### src/rtl/snn_infer_sequencer.sv
// Inference sequencer for the LIF SNN core: clear, T_STEPS gated frames, spike counting, argmax scan.
// Optional stall counter enabled by defining SNN_SEQ_STALL_CNT_EN.
module snn_infer_sequencer #(
    parameter int F       = 48,
    parameter int N       = 96,
    parameter int T_STEPS = 50,
    parameter int CNT_W   = 8,
    parameter int IDX_W   = $clog2(N)
) (
    input  logic             clk,
    input  logic             rstn,
    input  logic             start,
    input  logic             abort,
    output logic             busy,
    input  logic             in_valid,
    output logic             in_ready,
    input  logic [F-1:0]     in_events,
    output logic             core_clear,
    output logic             core_step,
    output logic [F-1:0]     core_event_vec,
    input  logic [N-1:0]     core_spikes,
    output logic             result_valid,
    input  logic             result_ready,
    output logic [IDX_W-1:0] result_class,
    output logic [CNT_W-1:0] result_count,
    output logic [15:0]      result_total,
    output logic [15:0]      stall_cycles
);

    localparam int STEP_W = $clog2(T_STEPS + 1);
    localparam int PC_W   = $clog2(N + 1);

    localparam logic [2:0] S_IDLE  = 3'd0;
    localparam logic [2:0] S_CLEAR = 3'd1;
    localparam logic [2:0] S_RUN   = 3'd2;
    localparam logic [2:0] S_DRAIN = 3'd3;
    localparam logic [2:0] S_SCAN  = 3'd4;
    localparam logic [2:0] S_DONE  = 3'd5;

    localparam logic [STEP_W-1:0] STEP_TOTAL = STEP_W'(T_STEPS);
    localparam logic [STEP_W-1:0] STEP_LAST  = STEP_W'(T_STEPS - 1);
    localparam logic [STEP_W-1:0] STEP_ONE   = STEP_W'(1);
    localparam logic [IDX_W-1:0]  IDX_LAST   = IDX_W'(N - 1);
    localparam logic [IDX_W-1:0]  IDX_ONE    = IDX_W'(1);
    localparam logic [CNT_W-1:0]  CNT_MAX    = {CNT_W{1'b1}};
    localparam logic [CNT_W-1:0]  CNT_ONE    = CNT_W'(1);

    function automatic logic [PC_W-1:0] popcount(input logic [N-1:0] v);
        logic [PC_W-1:0] c;
        c = '0;
        for (int i = 0; i < N; i++) begin
            c = c + PC_W'(v[i]);
        end
        return c;
    endfunction

    logic [2:0]        r_state;
    logic [STEP_W-1:0] r_step_cnt;
    logic              r_busy;
    logic              r_in_ready;
    logic              r_core_clear;
    logic              r_core_step;
    logic              r_spk_pending;
    logic              r_result_valid;
    logic [F-1:0]      r_core_event_vec;
    logic [CNT_W-1:0]  r_cnt [N];
    logic [IDX_W-1:0]  r_scan_idx;
    logic [IDX_W-1:0]  r_best_class;
    logic [CNT_W-1:0]  r_best_count;
    logic [15:0]       r_total;

    logic [2:0]        w_next_state;
    logic [STEP_W-1:0] w_step_cnt_next;
    logic              w_abort;
    logic              w_handshake;
    logic              w_capture;
    logic [16:0]       w_total_sum;

    assign w_abort     = abort && (r_state != S_IDLE);
    assign w_handshake = in_valid && r_in_ready;
    assign w_capture   = r_spk_pending && !w_abort;
    assign w_total_sum = {1'b0, r_total} + 17'(popcount(core_spikes));

    // Next-state selection; abort overrides every other transition.
    always_comb begin
        w_next_state = r_state;
        if (w_abort) begin
            w_next_state = S_IDLE;
        end else begin
            case (r_state)
                S_IDLE:  w_next_state = start ? S_CLEAR : S_IDLE;
                S_CLEAR: w_next_state = S_RUN;
                S_RUN:   w_next_state = (w_handshake && (r_step_cnt == STEP_LAST)) ? S_DRAIN : S_RUN;
                // The final capture is the cycle whose spk_pending is not followed by another step.
                S_DRAIN: w_next_state = (r_spk_pending && !r_core_step) ? S_SCAN : S_DRAIN;
                S_SCAN:  w_next_state = (r_scan_idx == IDX_LAST) ? S_DONE : S_SCAN;
                S_DONE:  w_next_state = result_ready ? S_IDLE : S_DONE;
                default: w_next_state = S_IDLE;
            endcase
        end
    end

    // Step counter next value: zeroed in CLEAR, advanced on each accepted frame.
    always_comb begin
        w_step_cnt_next = r_step_cnt;
        if (r_state == S_CLEAR) begin
            w_step_cnt_next = '0;
        end else if (w_handshake && !w_abort) begin
            w_step_cnt_next = r_step_cnt + STEP_ONE;
        end else begin
            w_step_cnt_next = r_step_cnt;
        end
    end

    // State, step count and registered handshake/strobe outputs.
    always_ff @(posedge clk) begin
        if (!rstn) begin
            r_state          <= S_IDLE;
            r_step_cnt       <= '0;
            r_busy           <= 1'b0;
            r_in_ready       <= 1'b0;
            r_core_clear     <= 1'b0;
            r_core_step      <= 1'b0;
            r_spk_pending    <= 1'b0;
            r_result_valid   <= 1'b0;
            r_core_event_vec <= '0;
        end else begin
            r_state        <= w_next_state;
            r_step_cnt     <= w_step_cnt_next;
            r_busy         <= (w_next_state != S_IDLE);
            r_in_ready     <= (w_next_state == S_RUN) && (w_step_cnt_next != STEP_TOTAL);
            r_core_clear   <= (w_next_state == S_CLEAR);
            r_core_step    <= w_handshake && !w_abort;
            r_spk_pending  <= r_core_step && !w_abort;
            r_result_valid <= (w_next_state == S_DONE);
            if (w_handshake && !w_abort) begin
                r_core_event_vec <= in_events;
            end
        end
    end

    // Per-neuron saturating spike counters.
    always_ff @(posedge clk) begin
        if (!rstn) begin
            for (int n = 0; n < N; n++) begin
                r_cnt[n] <= '0;
            end
        end else if (r_state == S_CLEAR) begin
            for (int n = 0; n < N; n++) begin
                r_cnt[n] <= '0;
            end
        end else if (w_capture) begin
            for (int n = 0; n < N; n++) begin
                if (core_spikes[n] && (r_cnt[n] != CNT_MAX)) begin
                    r_cnt[n] <= r_cnt[n] + CNT_ONE;
                end
            end
        end
    end

    // Saturating total spike count across all neurons and steps.
    always_ff @(posedge clk) begin
        if (!rstn) begin
            r_total <= 16'd0;
        end else if (r_state == S_CLEAR) begin
            r_total <= 16'd0;
        end else if (w_capture) begin
            r_total <= w_total_sum[16] ? 16'hFFFF : w_total_sum[15:0];
        end
    end

    // Sequential argmax; strict compare keeps the lowest index on ties.
    always_ff @(posedge clk) begin
        if (!rstn) begin
            r_scan_idx   <= '0;
            r_best_class <= '0;
            r_best_count <= '0;
        end else if (r_state == S_CLEAR) begin
            r_scan_idx   <= '0;
            r_best_class <= '0;
            r_best_count <= '0;
        end else if (r_state == S_SCAN) begin
            r_scan_idx <= r_scan_idx + IDX_ONE;
            if (r_cnt[r_scan_idx] > r_best_count) begin
                r_best_class <= r_scan_idx;
                r_best_count <= r_cnt[r_scan_idx];
            end
        end
    end

`ifdef SNN_SEQ_STALL_CNT_EN
    logic [15:0] r_stall;

    // Counts RUN cycles where a frame was wanted but none was offered.
    always_ff @(posedge clk) begin
        if (!rstn) begin
            r_stall <= 16'd0;
        end else if (r_state == S_CLEAR) begin
            r_stall <= 16'd0;
        end else if ((r_state == S_RUN) && r_in_ready && !in_valid && (r_stall != 16'hFFFF)) begin
            r_stall <= r_stall + 16'd1;
        end
    end

    assign stall_cycles = r_stall;
`else
    assign stall_cycles = 16'd0;
`endif

    assign busy           = r_busy;
    assign in_ready       = r_in_ready;
    assign core_clear     = r_core_clear;
    assign core_step      = r_core_step;
    assign core_event_vec = r_core_event_vec;
    assign result_valid   = r_result_valid;
    assign result_class   = r_best_class;
    assign result_count   = r_best_count;
    assign result_total   = r_total;

endmodule

### config.mk
export PLATFORM = sky130hd
export DESIGN_NAME = snn_infer_sequencer
export DESIGN_NICKNAME = d
export VERILOG_FILES = /design/src/rtl/snn_infer_sequencer.sv
export SDC_FILE = /design/constraint.sdc
export NUM_CORES = 2
export LEC_CHECK = 0
export ABC_AREA = 0
export CORE_ASPECT_RATIO = 1.75
export CORE_MARGIN = 10
export CORE_UTILIZATION = 25
export DETAILED_ROUTE_END_ITERATION = 10
export MAX_ROUTING_LAYER = met4
export SLEW_MARGIN = 20
export SYNTH_ARGS = -nofsm -noshare
export SYNTH_HDL_FRONTEND = slang
export SYNTH_SLANG_ARGS = --single-unit
### constraint.sdc
create_clock -name clk -period 10.3 [get_ports clk]
set_input_delay 2.06 -clock clk [delete_from_list [all_inputs] [get_ports clk]]
set_output_delay 2.06 -clock clk [all_outputs]
set_load 0.01 [all_outputs]
==> results by group <==
Pwr
  – Max VDD drop: between 1 and 1.5 mV
  – Pwr Density: approximately 220 nW/um^2
  – Leak: 21.1 nW

Timing
  – RSZ-0062 raised after global routing: no
  – Max Clk Rate: around 110 MHz
  – Clock skew: ~0.048 ns
  – Fin crit period: a little over 9 ns
  – Final Hold Viols: 0
  – Slew @ Worst Pin: roughly 1.0 ns
  – Final TNS setup: 0 ns
  – Fin crit share: between 80% and 90%
  – Slew Viols, Final: 0
  – Worst rel slew slack: between 30% and 40%
  – Final-report setup violation count: 0

Clocking
  – Post-CTS Resized: 0
  – Post-CTS setup buffers: 0
  – CTS buffer count: approximately 90
  – CTS tree: built
  – H-tree lvl count: 3
  – Clock sinks: approximately 880
  – Clk_lat worst skew: about 0.71 ns
  – Clk buf depth: 3
  – Root buffer cell: clkbuf_16
  – Hold Buf Count CTS: 0
  – Clk slew on worst S/H paths: roughly 0.070 ns

Die
  – Ports: 250
  – Die width: approximately 360 um
  – Die area: 225000 um^2
  – Die H: between 600 and 700 um
  – Starting Density: about 25%
  – Row count: 220
  – CORE AREA: 205000 um^2

Synth
  – Register area share after synthesis: around 49%
  – Synth area leader: edfxtp_1
  – Synth unique cells: 70
  – Synth Area per Inst: roughly 11 um^2
  – Top cells by area, synth: edfxtp_1 45%, mux4_2 8.0%, xor2_1 6.7%
  – Yosys top cell area share: between 40% and 50%
  – Main synth FF type: edfxtp_1
  – Asr flop ratio synth: 0%
  – Mapped cell area: between 50000 and 60000 um^2
  – Synthesized flop and latch total: 876
  – Count of flip-flops with a built-in enable after synthesis: about 770
  – Post-synthesis cell count: 4596
  – Synth Warn #: 0

Route
  – DRC violations left: 0
  – Vias after detailed routing: approximately 37k
  – DR vias/cell: approximately 4.9
  – Initial drt markers: slightly below 3k
  – Final ANT Viol Nets: 0
  – Drt first pass iters: 6
  – Drt total wl: 158000 um
  – Post-DR wirelength/cell: roughly 21 um

Global route
  – Grt total ovfl: 0
  – Largest net degree at the start of global routing: around 110
  – Antenna violations before repair: 20
  – First-pass GRT wire length: about 240000 um
  – Vias in the first global route: about 37k
  – Gr usage total: roughly 14%

Critical path
  – Critical Path Start Type: input port
  – CP max stage delay: around 0.84 ns
  – Cell mode on critical path: fa_1
  – CP max stage cell: fa_1
  – CP endpoint kind: flip-flop
  – Crit Path Category: input port to flip-flop
  – Critical Path Fanout Max: 8
  – Crit path required time: roughly 11 ns
  – CP Cell Sequence: clkdlybuf4s50_1 > inv_1 > fa_1 > inv_1 > fa_1 > fa_1 > inv_1 > fa_1 > fa_1 > inv_1 > fa_1 > fa_1 > fa_1 > inv_1 > fa_1 > inv_1 > fa_1 > a21o_1 > a21oi_1 > o21ai_0 > a221oi_1 > o21ai_0 > inv_1 > a221oi_1
  – WP data arrival: ~10 ns

Layout
  – Non-Filler Instances: between 7k and 8k
  – Fillers: 21.1k
  – Most common cell after layout, fill and taps aside: nor2_1
  – Commonest non-fill, non-tap cells in the layout: 778 x nor2_1, 768 x edfxtp_1, 567 x nand3_1, 395 x xor2_1, 307 x nand2_1
  – Final core occ: 29.1%
  – Area Overhead vs Synth: 15.9%
  – Layout cells sized above 1: slightly above 8%
  – Layout net count: about 5.2k

Job
  – Max Cap Viol: 0

Worst hold path
  – Hold Path Class: flip-flop to flip-flop

Place
  – PortBufs: roughly 230
  – Dpl cells: approximately 7.4k
  – Post-DP HPWL: 122000 um
  – Gpl congestion: 0.925

Status
  – Status: completed
state kept, by name, summed over array words and instances (netlist names), named ones only:
| register | cells |
|---|---|
| r_cnt | 768 |
| core_event_vec | 48 |
| result_total | 16 |
| result_count | 8 |
| r_scan_idx | 7 |
| result_class | 7 |
| r_step_cnt | 6 |
| r_state | 3 |
| busy | 1 |
| core_clear | 1 |
| core_step | 1 |
| in_ready | 1 |
| r_spk_pending | 1 |
| result_valid | 1 |
cell usage after synthesis (3+ instances only):
master and n:
nor2_1 778, edfxtp_1 768, nand3_1 567, xor2_1 395
nand2_1 308, inv_1 247, and3_1 237, xnor2_1 200
mux4_2 183, ha_1 141, dfxtp_1 108, fa_1 87
a21oi_1 84, mux2i_1 51, o22ai_1 46, clkbuf_1 41
buf_2 35, buf_4 30, nand4_1 25, a22oi_1 22
a31o_2 20, buf_6 20, o21ai_0 20, a211oi_1 16
and2_1 13, a31oi_1 12, nor2b_1 12, or2_2 12
o211ai_1 9, a21oi_2 8, o221ai_1 8, or3_1 8
a22o_1 7, nor3_1 7, nand2b_1 5, nand3b_1 5
nor4_1 5, a21o_1 4, buf_8 4, nand4b_1 4
a41o_1 3, buf_12 3, clkbuf_2 3
report_power, final:
group	internal (mW)	leakage, nW	switching, mW
Clock	2.01	1.52	1.54
Combinational	2.37	10.6	3.03
Sequential	4.11	9.02	0.305
Total	8.49	21.1	4.88
cell families after synthesis:
group	Yosys count	share of synthesized area, %
XOR/XNOR	595	10.1
buffers and inverters	386	3.60
multiplexers	237	9.10
AND/OR/NAND/NOR	1997	17.7
flip-flops	876	49.1
AO/OA/AOI/OAI	276	3.55
adder cells (fa/ha/maj)	228	6.82
other	1	0.00729
final timing paths:
kind	cells after the start	from	slack [ns]	end
max	24	core_spikes[47]	1.07	result_total[0]$_SDFFE_PP0P_
min	2	core_event_vec[18]$_SDFFE_PN0P_	0.45	core_event_vec[18]$_SDFFE_PN0P_
max reg2reg	20	result_total[0]$_SDFFE_PP0P_	2.78	result_total[0]$_SDFFE_PP0P_
min reg2reg	2	core_event_vec[18]$_SDFFE_PN0P_	0.45	core_event_vec[18]$_SDFFE_PN0P_
per-layer routing:
layer / vias to the layer above / GRT usage (%) / wire length (um)
li1: 16900 / - / -
met4: 0 / 6.10 / 7290
met5: - / - / 0
met1: 18700 / 15.9 / 61200
met3: 277 / 2.47 / 10300
met2: 1228 / 24.1 / 79600
worst max-delay path, delay by kind of cell:
kind	cells	cell delay (ns)
adders and majority gates	10	5.27
AOI/OAI and AO/OA	6	1.26
buffers and inverters	8	1.14
metrics by stage:
stage | power, mW | worst slack (ns) | cell area (um^2) | hold slack [ns]
2_1_floorplan | 8.28 | 1.62 | 51500 | 0.481
3_3_place_gp | 9.91 | 0.269 | 56400 | 0.441
3_5_place_dp | 9.92 | 0.265 | 56400 | 0.449
4_1_cts | 13.5 | 1.04 | 59600 | 0.458
5_1_grt | 14.4 | 0.700 | 59600 | 0.474
6_report | 13.4 | 1.07 | 59600 | 0.454
cell type report:
class	count	area [um^2]	share of cell area [%]
antenna	11	27.5	0.0462
clock buffer	115	2500	4.20
clock inverter	54	623	1.05
inverter	248	931	1.56
multi-input combinational	3349	24400	41.0
sequential	876	25200	42.4
tap	2664	3330	5.59
timing repair buffer	254	2510	4.22
Power figures use the tool's default switching activity.
